===== src/rtl/inst_encoder.sv =====
`default_nettype none
// ============================================================================
// Module   : inst_encoder
// Purpose  : Packs decoded instruction fields into 32-bit RV64 I/S/B words,
//            range-checks the immediate, tags each word with a byte address
//            and holds one output word behind a valid/ready handshake.
// Revision : 1.0 - initial release
// ============================================================================
module inst_encoder #(
    parameter logic [63:0] BASE_ADDR = 64'h0,
    parameter int          ERR_W     = 8
) (
    input  logic              clk,
    input  logic              reset,
    input  logic              clr,
    input  logic              in_valid,
    output logic              in_ready,
    input  logic [6:0]        opcode,
    input  logic [4:0]        rd,
    input  logic [4:0]        rs1,
    input  logic [4:0]        rs2,
    input  logic [2:0]        funct3,
    input  logic [63:0]       imm,
    output logic              out_valid,
    input  logic              out_ready,
    output logic [31:0]       out_inst,
    output logic [63:0]       out_addr,
    output logic              err,
    output logic [ERR_W-1:0]  err_count
);

    localparam logic [1:0]  c_fmt_i  = 2'b00;
    localparam logic [1:0]  c_fmt_s  = 2'b01;
    localparam logic [1:0]  c_fmt_b  = 2'b11;
    localparam logic [63:0] c_step   = 64'd4;

    typedef enum logic [0:0] {
        EMPTY = 1'b0,
        FULL  = 1'b1
    } state_t;

    state_t             r_state;
    logic [31:0]        r_out_inst;
    logic [63:0]        r_out_addr;
    logic [63:0]        r_addr_cnt;
    logic               r_err;
    logic [ERR_W-1:0]   r_err_count;

    logic               w_accept;
    logic               w_imm12_ok;
    logic               w_imm13_ok;
    logic               w_legal;
    logic [31:0]        w_inst;
    logic [63:0]        w_addr_base;
    logic [ERR_W-1:0]   w_err_base;

    // A full buffer that drains this cycle frees its slot for a new word.
    assign in_ready  = (r_state == EMPTY) || out_ready;
    assign w_accept  = in_valid && in_ready;

    // Sign-extension checks: the bits above the field must all match its MSB.
    assign w_imm12_ok = (&imm[63:11]) || (~|imm[63:11]);
    assign w_imm13_ok = ((&imm[63:12]) || (~|imm[63:12])) && !imm[0];

    // Legality and field packing per format selected by opcode[6:5].
    always_comb begin
        w_legal = 1'b0;
        w_inst  = 32'h0;
        case (opcode[6:5])
            c_fmt_i: begin
                w_legal = w_imm12_ok;
                w_inst  = {imm[11:0], rs1, funct3, rd, opcode};
            end
            c_fmt_s: begin
                w_legal = w_imm12_ok;
                w_inst  = {imm[11:5], rs2, rs1, funct3, imm[4:0], opcode};
            end
            c_fmt_b: begin
                w_legal = w_imm13_ok;
                w_inst  = {imm[12], imm[10:5], rs2, rs1, funct3,
                           imm[4:1], imm[11], opcode};
            end
            default: begin
                w_legal = 1'b0;
                w_inst  = 32'h0;
            end
        endcase
    end

    // A clear in the same cycle as an accept applies before the accept uses
    // the counters, so the accepted word lands at BASE_ADDR.
    assign w_addr_base = clr ? BASE_ADDR : r_addr_cnt;
    assign w_err_base  = clr ? '0 : r_err_count;

    // Output buffer state, address counter and error bookkeeping.
    always_ff @(posedge clk) begin
        if (!reset) begin
            r_state     <= EMPTY;
            r_out_inst  <= 32'h0;
            r_out_addr  <= 64'h0;
            r_addr_cnt  <= BASE_ADDR;
            r_err       <= 1'b0;
            r_err_count <= '0;
        end else begin
            r_err       <= 1'b0;
            r_addr_cnt  <= w_addr_base;
            r_err_count <= w_err_base;
            if (w_accept && w_legal) begin
                r_state    <= FULL;
                r_out_inst <= w_inst;
                r_out_addr <= w_addr_base;
                r_addr_cnt <= w_addr_base + c_step;
            end else begin
                if (w_accept) begin
                    r_err <= 1'b1;
                    if (w_err_base != {ERR_W{1'b1}}) begin
                        r_err_count <= w_err_base + 1'b1;
                    end
                end
                if ((r_state == FULL) && out_ready) begin
                    r_state <= EMPTY;
                end
            end
        end
    end

    assign out_valid = (r_state == FULL);
    assign out_inst  = r_out_inst;
    assign out_addr  = r_out_addr;
    assign err       = r_err;
    assign err_count = r_err_count;

endmodule
`default_nettype wire

===== config.mk =====
export PLATFORM = sky130hd
export DESIGN_NAME = inst_encoder
export DESIGN_NICKNAME = d
export VERILOG_FILES = /design/src/rtl/inst_encoder.sv
export SDC_FILE = /design/constraint.sdc
export NUM_CORES = 1
export LEC_CHECK = 0
export CAP_MARGIN = 20
export CORE_ASPECT_RATIO = 1.2
export CORE_UTILIZATION = 45
export DETAILED_ROUTE_END_ITERATION = 8
export HOLD_SLACK_MARGIN = 0.1
export PLACE_DENSITY = 0.87
export SLEW_MARGIN = 20
export SYNTH_ARGS = -nofsm -noshare
export SYNTH_HDL_FRONTEND = slang
export SYNTH_SLANG_ARGS = --single-unit

===== constraint.sdc =====
create_clock -name clk -period 4.86 [get_ports clk]
set_clock_uncertainty 0.15 [all_clocks]
set_input_delay 0.972 -clock clk [delete_from_list [all_inputs] [get_ports clk]]
set_output_delay 0.972 -clock clk [all_outputs]
set_load 0.005 [all_outputs]

==> summary.md <==
| Metric | Value |
|---|---|
| Synth Area in Adders | `0.3226%` |
| Initial DRC count | `593` |
| Main area contributors after synthesis | `dfxtp_1, a21oi_1, nand2_1` |
| Synth Area in Simple Gates | `32.10%` |
| Total iterations of the first detailed-routing run | `5` |
| CTS root buf | `clkbuf_16` |
| Most frequent cell after synthesis | `dfxtp_1` |
| Place WS | `0.3373 ns` |
| Port bufs | `200` |
| Clock power share | `47.6%` |
| Mux cell area share after synthesis | `0%` |
| Final critical-path share of the clock period | `85.98%` |
| Wirelength per Cell | `16.92 um` |
| Post-synthesis compound-gate area fraction | `17.70%` |
| Leakage | `3.277 nW` |
| Die W | `121.8 um` |
| Vias in the first global route | `7543` |
| Reg2Reg Depth | `8` |
| Max-cap violations | `0` |
| Core area | `0.01685 mm^2` |
| Final TNS setup | `0 ns` |
| Post-CTS resize count | `0` |
| Multi-input gate area | `0.004073 mm^2` |
| # setup viols final | `0` |
| Peak supply drop | `0.2277 mV` |
| Nets | `1236` |
| Ys async rst share | `0%` |
| Dominant synthesized flop cell | `dfxtp_1` |
| Initial antenna violation count | `0` |
| Fin area | `0.01053 mm^2` |
| Pins Over Slew Limit | `0` |
| # fillers | `1430` |
| Ant diodes | `0` |
| Min cycle time layout | `4.179 ns` |
| Layout cells sized above 1 | `5.469%` |
| Number of vias per cell | `5.887` |
| Critical Path AT | `4.39 ns` |
| Register area share after synthesis | `43.88%` |
| Detailed-placement wirelength estimate | `16200 um` |
| Post-CTS Hold Buffers | `0` |
| Kind of critical path | `in2reg` |
| Final ANT Viol Nets | `0` |
| Switching Share | `21.73%` |
| DRC | `0` |
| Area after DPL | `0.009918 mm^2` |
| RD Place Congestion | `0.8935` |
| Die area | `0.01777 mm^2` |
| Routed Wire Length | `23140 um` |
| Sequential Area | `0.003403 mm^2` |
| Initial Utilization | `46.03%` |
| TritonCTS clock tree | `yes` |
| First-pass GRT wire length | `37130 um` |
| Critical Path RT | `5.07 ns` |
| Clk slew on worst S/H paths | `0.06 ns` |
| Final hold vios | `0` |
| Mean Syn Cell Area | `7.980 um^2` |
| Internal power | `2.323 mW` |
| Fmax | `0.2393 GHz` |
| CTS buffer count | `17` |
| End of the worst hold path | `out_addr[52]` |
| Pin count of the biggest net entering global routing | `66` |
| Synthesized flop and latch total | `170` |
| Combinational share of power | `5.4%` |
| Final WS setup | `0.6812 ns` |
| CTS Sinks | `170` |
| Synth area leader | `dfxtp_1` |
| Worst-Margin Slew | `0.8959 ns` |
| Grt ovf | `0` |
| Hold Path Cell Cnt | `2` |
| Worst min-delay path startpoint | `out_addr[52]` |
| Ports | `201` |
| RR Endpoint | `r_addr_cnt[58]` |
| Worst-path fanout max | `17` |
| Htree depth | `4` |
| Synth Area in XOR/XNOR | `2.146%` |
| Pwr dens | `281.8 mW/mm^2` |
| Setup repair bufs after CTS | `0` |
| R2r setup slk | `1.57 ns` |
| Main combinational cell family by area after synthesis | `simple AND/OR/NAND/NOR gates` |
| Syn. warnings | `0` |
| Flop pwr share | `47.0%` |
| Rows | `52` |
| Area growth, synth to finish | `35.78%` |
| Crit end category | `flop` |
| Hold Path Class | `reg2reg` |
| Net Sw Power | `645.0 uW` |
| Cells after Synth | `972` |
| Mapped cell area | `0.007756 mm^2` |
| Startpoint type of the worst setup path | `primary input` |
| Relative slew slack | `40.13%` |
| Synth top cells by count | `dfxtp_1, nand2_1, a21oi_1` |
| Status | `finished clean` |
| Clk_lat worst skew | `0.43 ns` |
| Post-synth EDFFs | `0` |
| Post-synthesis cell type count | `53` |
| Die span in y | `145.8 um` |
| Reg2Reg Launch Point | `r_addr_cnt[3]` |
| Via count | `8053` |
| Hold_ws | `0.2968 ns` |
| RSZ-0062 raised after global routing | `false` |
| Total GRT Usage | `26.20%` |
| Post-synth net total | `1068` |
| CTS Buffer Depth | `2` |
| Share of the synthesized area in the top cell type | `43.88%` |
-- kinds of logic after synthesis --
| group | Yosys count |
|---|---|
| simple gates | 483 |
| compound gates | 225 |
| fa+ha+maj | 2 |
| xor+xnor | 19 |
| buf+inv | 73 |
| flops | 170 |
-- critical path: stages --
cell             delay [ns]
clkdlybuf4s50_1        0.65
nor2b_1                0.30
ha_1                   0.25
nand3_1                0.24
nor4_2                 0.63
nand4_1                0.18
a21o_1                 0.40
or4_1                  0.60
a21oi_1                0.15
-- flip-flops by register name, indices dropped and copies added (netlist names) --
register,cells
out_addr,64
r_addr_cnt,64
out_inst,32
err_count,8
err,1
out_valid,1
-- cell type report --
type                       count  share of cell area, %
clock buffer                  21                  4.467
tap                          216                  2.566
clock inverter                10                  1.354
timing repair buffer         216                  20.39
sequential                   170                  32.32
multi-input combinational    729                  38.67
inverter                       6                 0.2376
-- metrics by stage --
step | utilization, % | std cells | power, mW
after floorplan | - | 972 | 1.477
after global placement | 58.86 | 1337 | 1.582
after detailed placement | 58.86 | 1337 | 1.584
after CTS | 62.50 | 1368 | 2.973
after global routing | 62.50 | 1368 | 3.047
final | 62.50 | 1368 | 2.968
-- worst max path at each step --
stage	from	end	slack, ns
detailed placement	clr	r_addr_cnt[58]	0.34
global route	clr	r_addr_cnt[48]	0.47
global placement	clr	r_addr_cnt[52]	0.45
CTS	clr	r_addr_cnt[58]	0.78
floorplan	clr	r_addr_cnt[58]	0.79
finish	clr	r_addr_cnt[58]	0.68
-- power by group through the flow --
stage	clock, mW	combinational (mW)	sequential [mW]
2_1_floorplan	0	0.0503	1.43
3_3_place_gp	0	0.156	1.43
3_5_place_dp	0	0.158	1.43
4_1_cts	1.42	0.158	1.40
5_1_grt	1.48	0.169	1.39
6_report	1.41	0.160	1.40
-- cell usage in the layout (no fill, tap or decap), types with 8 or more instances in the layout --
cell type	netlist	layout
or3_1	25	25
a221oi_1	9	9
and3_1	14	14
clkbuf_16	0	17
buf_4	0	14
o2111ai_1	8	8
nor2_1	42	42
and2_1	8	8
nand3_1	79	79
clkdlybuf4s50_1	0	200
nand4_1	31	31
nor3_1	18	18
nor2b_1	41	41
nand2_1	162	162
o31ai_1	17	17
o21ai_0	26	26
nor4_1	18	18
or4_1	16	16
xnor2_1	12	12
a21oi_1	133	132
dfxtp_1	170	170
-- metal layers --
layer  GRT usage, %  wire length (um)
met3          6.074              1796
met1          31.04              9107
met5              0                 0
met2          43.93             11410
met4          12.72               829
(Power assumes the default switching activity.)
